`config.mk`:
```
export PLATFORM = sky130hd
export DESIGN_NAME = two_mode_timer_ctrl
export DESIGN_NICKNAME = d
export VERILOG_FILES = /design/src/rtl/two_mode_timer_ctrl.sv
export SDC_FILE = /design/constraint.sdc
export NUM_CORES = 1
export LEC_CHECK = 0
export CORE_MARGIN = 2
export CORE_UTILIZATION = 47
export CTS_CLUSTER_SIZE = 12
export DETAILED_ROUTE_END_ITERATION = 12
export PLACE_DENSITY_LB_ADDON = 0.12
export SETUP_SLACK_MARGIN = 0.1
export SYNTH_ARGS = -nofsm -noshare
export SYNTH_HDL_FRONTEND = slang
export SYNTH_SLANG_ARGS = --single-unit
```
`constraint.sdc`:
```
create_clock -name clk -period 2.9 [get_ports clk]
set_input_delay 0.58 -clock clk [delete_from_list [all_inputs] [get_ports clk]]
set_output_delay 0.58 -clock clk [all_outputs]
set_load 0.03 [all_outputs]
```
`src/rtl/two_mode_timer_ctrl.sv`:
```
// two_mode_timer_ctrl
//   Controller for the two-mode timer. Mode 0 counts up, mode 1 counts down
//   from a preload. Both counts advance once per prescaled tick while the
//   FSM is in RUN. The block also owns the select line of the shared 2-way
//   display mux.
//
// Ports
//   clk        system clock, rising edge
//   rst        asynchronous active-high reset
//   start      level; start / resume request
//   stop       level; pause request
//   clear      level; back to IDLE, zero up_count, preload down_count
//   mode_btn   mode toggle, acts on its rising edge while IDLE
//   load_val   countdown preload, captured when clear is high
//   up_count   mode-0 count (mux in1)
//   down_count mode-1 count (mux in2)
//   sel        mux select: 0 = up timer, 1 = down timer
//   running    high only in RUN
//   done       high only in DONE
module two_mode_timer_ctrl #(
  parameter int         TICK_DIV     = 50,
  parameter logic [7:0] LOAD_DEFAULT = 8'd60
) (
  input  logic       clk,
  input  logic       rst,
  input  logic       start,
  input  logic       stop,
  input  logic       clear,
  input  logic       mode_btn,
  input  logic [7:0] load_val,
  output logic [7:0] up_count,
  output logic [7:0] down_count,
  output logic       sel,
  output logic       running,
  output logic       done
);

  localparam int            PW      = (TICK_DIV > 2) ? $clog2(TICK_DIV) : 1;
  localparam logic [PW-1:0] PRE_MAX = PW'(TICK_DIV - 1);

  typedef enum logic [1:0] {
    S_IDLE  = 2'b00,
    S_RUN   = 2'b01,
    S_PAUSE = 2'b10,
    S_DONE  = 2'b11
  } state_t;

  state_t        state;
  logic [PW-1:0] presc;
  logic          mode_btn_q;
  logic          rise;
  logic          tick;

  assign rise = mode_btn & ~mode_btn_q;
  // The prescaler only moves in RUN, so tick is qualified by state.
  assign tick = (state == S_RUN) && (presc == PRE_MAX);

  // Status flags are pure decodes of the state register.
  assign running = (state == S_RUN);
  assign done    = (state == S_DONE);

  always_ff @(posedge clk or posedge rst) begin
    if (rst) begin
      state      <= S_IDLE;
      sel        <= 1'b0;
      up_count   <= 8'd0;
      down_count <= LOAD_DEFAULT;
      presc      <= '0;
      mode_btn_q <= 1'b0;
    end else begin
      // Edge register tracks the button every cycle, so a rise seen outside
      // IDLE is consumed and never replayed later.
      mode_btn_q <= mode_btn;

      if (clear) begin
        state      <= S_IDLE;
        up_count   <= 8'd0;
        down_count <= load_val;
        presc      <= '0;
      end else begin
        case (state)
          S_IDLE: begin
            if (rise) sel <= ~sel;
            // stop outranks start; the start decision uses the current sel.
            if (!stop && start) begin
              presc <= '0;
              // An empty countdown completes immediately, never entering RUN.
              state <= (sel && (down_count == 8'd0)) ? S_DONE : S_RUN;
            end
          end
          S_RUN: begin
            if (stop) begin
              // Freezes the prescaler too, even on a tick cycle.
              state <= S_PAUSE;
            end else if (tick) begin
              presc <= '0;
              if (!sel) begin
                up_count <= up_count + 8'd1;
              end else begin
                down_count <= down_count - 8'd1;
                if (down_count == 8'd1) state <= S_DONE;
              end
            end else begin
              presc <= presc + 1'b1;
            end
          end
          S_PAUSE: begin
            // Resume keeps the frozen prescaler phase.
            if (!stop && start) state <= S_RUN;
          end
          default: ; // DONE holds until clear or rst
        endcase
      end
    end
  end

endmodule

```
==> impl_metrics.csv, run 1 <==
group,metric,value,unit
run_status,status,"finished clean",
global_routing,first_global_vias,1305,
place,hpwl,2540,µm
cts,cts.repair.resized,0,
sta,maxSlewHeadroom,69.6,%
finish,drive_gt1_share,13.5,%
sta,hold_slack,528,ps
place,dp.cells,235,
place,port_buffers,32,
cts,clk_pin_slew,140,ps
worst_setup_path,crit_chain,"inv_1 -> ha_1 -> clkdlybuf4s50_1",
logic_synthesis,synth_seq_cells,26,
floorplan,die_w,62.3,µm
worst_setup_path,slowest_delay,720,ps
routing,viasPerCell,5.41,
logic_synthesis,synth_cell_types,40,
worst_hold_path,hp-start,"mode_btn_q",
worst_setup_path,critPathArrivalTime,1910,ps
routing,drt_wl_total,3460,µm
logic_synthesis,synthMuxAreaShare,6.82,%
cts,clkSinkCount,26,
sta,finClkSkew,4.74,ps
finish,diodes,0,
logic_synthesis,synth-simple-area-share,24.5,%
global_routing,grt_max_degree,27,
global_routing,grt-ovfl-total,0,
logic_synthesis,yosysWarnings,0,
finish,fin_cells,239,
logic_synthesis,netlist_area,1600,µm²
worst_setup_path,cp_slowest_cell,"clkdlybuf4s50_1",
floorplan,ios,33,
routing,routedWlPerCell,14.5,µm
finish,design.final.nets,217,
floorplan,coreArea,3310,µm²
worst_setup_path,worst-setup-path-type,"register to output port",
sta,maxSlewViolCount,0,
logic_synthesis,synth_xor_area_share,6.04,%
finish,final_area,2010,µm²
sta,worst_pin_slew,451,ps
logic_synthesis,synth_top_family_by_area,"simple AND/OR/NAND/NOR gates",
worst_setup_path,cp.required,2320,ps
finish,syn2layout_area_growth,25.7,%
job,max-cap-violations,0,
cts,cts_tree,"yes",
power_and_ir_drop,vdd.ir_drop.worst,199,µV
cts,cts_buffers,3,
logic_synthesis,syn_nets,182,
worst_setup_path,crit_path_start_kind,"register",
sta,min_period,2490,ps
routing,postRouteAntennaNets,0,
routing,drt_iter0_drc,57,
cts,cts-root-buf,"clkbuf_4",
sta,rsz0062_at_grt,"false",
power_and_ir_drop,p_per_area,489,nW/µm²
worst_setup_path,r2r_start,"state[1]",
worst_hold_path,hold_path.class,"register to register",
routing,num_vias,1294,
cts,clockBufferDepth,2,
logic_synthesis,synth_edf_count,0,
floorplan,fp-row-count,21,
place,postPlaceCellArea,1980,µm²
cts,clk_latency,330,ps
logic_synthesis,ys_seq_area_share,41.1,%
worst_hold_path,hold_depth,2,
finish,mostFrequentLayoutCell,"clkdlybuf4s50_1",
worst_setup_path,end_kind,"output port",
floorplan,die_area,3880,µm²
worst_setup_path,crit_fanout,8,
cts,cts.htree.levels,1,
global_routing,grt_pass1_wl,6000,µm
logic_synthesis,async_flop_share,100,%
logic_synthesis,synthFlopType,"dfrtp_1",
logic_synthesis,synth_compound_area_share,10.9,%
logic_synthesis,synthAdderAreaFrac,7.06,%
power_and_ir_drop,p_leak,0.816,nW
cts,ctsHoldBuffers,0,
sta,setup_violations,0,
worst_setup_path,reg2reg_depth,6,
routing,drc,0,
floorplan,start_util,48.2,%
logic_synthesis,avgSynthCellArea,10.0,µm²
logic_synthesis,synthCells,159,
cts,postCtsSetupBuffers,0,
place,gp_congestion,0.754,
floorplan,die_y,62.3,µm
finish,fill_cells,314,
sta,hold_viol_final,0,
finish,final_cell_mix,"clkdlybuf4s50_1, dfrtp_1, nor2_1",
finish,postLayoutCoreUtil,60.6,%
sta,max_freq,0.402,GHz
routing,drt_pass1_iterations,4,
sta,finalCritPeriodShare,85.8,%
global_routing,antenna_found_initial,0,
worst_hold_path,min_to,"sel",
worst_setup_path,r2r_end,"up_count[7]",
worst_setup_path,reg2reg_slack,660,ps
global_routing,track_usage,19.1,%
sta,setup_tns,0,ps
worst max-delay path by stage:
| stage | from | endpoint | slack, ps | cells after the start |
|---|---|---|---|---|
| final | state[1] | running | 410 | 3 |
| after CTS | state[1] | running | 380 | 3 |
| after global routing | state[1] | running | 310 | 3 |
| after global placement | stop | up_count[7] | 460 | 5 |
| after detailed placement | stop | up_count[7] | 430 | 5 |
| after floorplan | state[1] | up_count[5] | 640 | 6 |
stage by stage:
step	worst slack (ps)	power (mW)
after floorplan	644	0.688
after detailed placement	427	0.822
after global placement	462	0.810
final	413	0.982
after global routing	311	1.05
after CTS	385	0.992
flip-flops by register name (all words and copies together) (netlist names):
signal	cells
state	2
up_count	8
sel	1
mode_btn_q	1
presc	6
down_count	8
power breakdown:
part	total [mW]	leakage (nW)	switching [mW]	internal [mW]
sequential	0.433	0.335	0.0347	0.398
clock	0.166	0.0150	0.112	0.0540
combinational	0.383	0.466	0.207	0.176
total	0.982	0.816	0.353	0.628
logic make-up (layout without fill, tap and decap cells):
family / after synthesis / in the layout
AND/OR/NAND/NOR: 64 / 64
flip-flops: 26 / 26
AO/OA/AOI/OAI: 24 / 24
buffers and inverters: 15 / 49
XOR/XNOR: 11 / 11
multiplexers: 10 / 10
adder cells (fa/ha/maj): 9 / 9
synthesized netlist by cell type, drive strengths merged (3+ instances only):
cell     instances  share of area [%]
dfrtp           22                 35
nor2            12                2.8
xor2             5                2.7
nand3           10                3.1
nand2           10                2.4
mux2i            3                1.9
o2bb2ai          3                1.6
nor2b            6                2.4
nor3             4                1.3
nor4             3                3.1
o21ai            8                2.5
clkbuf           5                1.2
ha               9                7.1
xnor2            6                3.3
mux2             7                4.9
inv              9                2.1
dfstp            4                6.6
area by class of cell:
type                       count  area [µm²]  area share (%)
multi-input combinational    118         882            44.0
timing repair buffer          36         350            17.5
clock buffer                   4        26.3            1.31
tap                           46        57.6            2.87
inverter                       9        33.8            1.68
sequential                    26         656            32.7
routing by layer:
layer	wire (µm)	track usage, %	vias up
met1	1590	25.2	624
li1	-	-	636
met4	68	8.89	0
met2	1660	30.4	28
met5	0	0	-
met3	142	3.80	6
critical path: cells and delay by family, from the launching register on:
kind / cells / cell delay [ps]
buffers and inverters: 2 / 840
adder cells (fa/ha/maj): 1 / 300
flip-flops: 1 / 440
(Power assumes the default switching activity.)
==> inputs of run 2 (changes only) <==
--- a/config.mk
+++ b/config.mk
@@ -11,6 +11,7 @@
 export DETAILED_ROUTE_END_ITERATION = 12
 export PLACE_DENSITY_LB_ADDON = 0.12
 export SETUP_SLACK_MARGIN = 0.1
+export SLEW_MARGIN = 30
 export SYNTH_ARGS = -nofsm -noshare
 export SYNTH_HDL_FRONTEND = slang
 export SYNTH_SLANG_ARGS = --single-unit
==> results of run 2 <==
No change in the layout: final DEF, timing and power equal those of run 1.
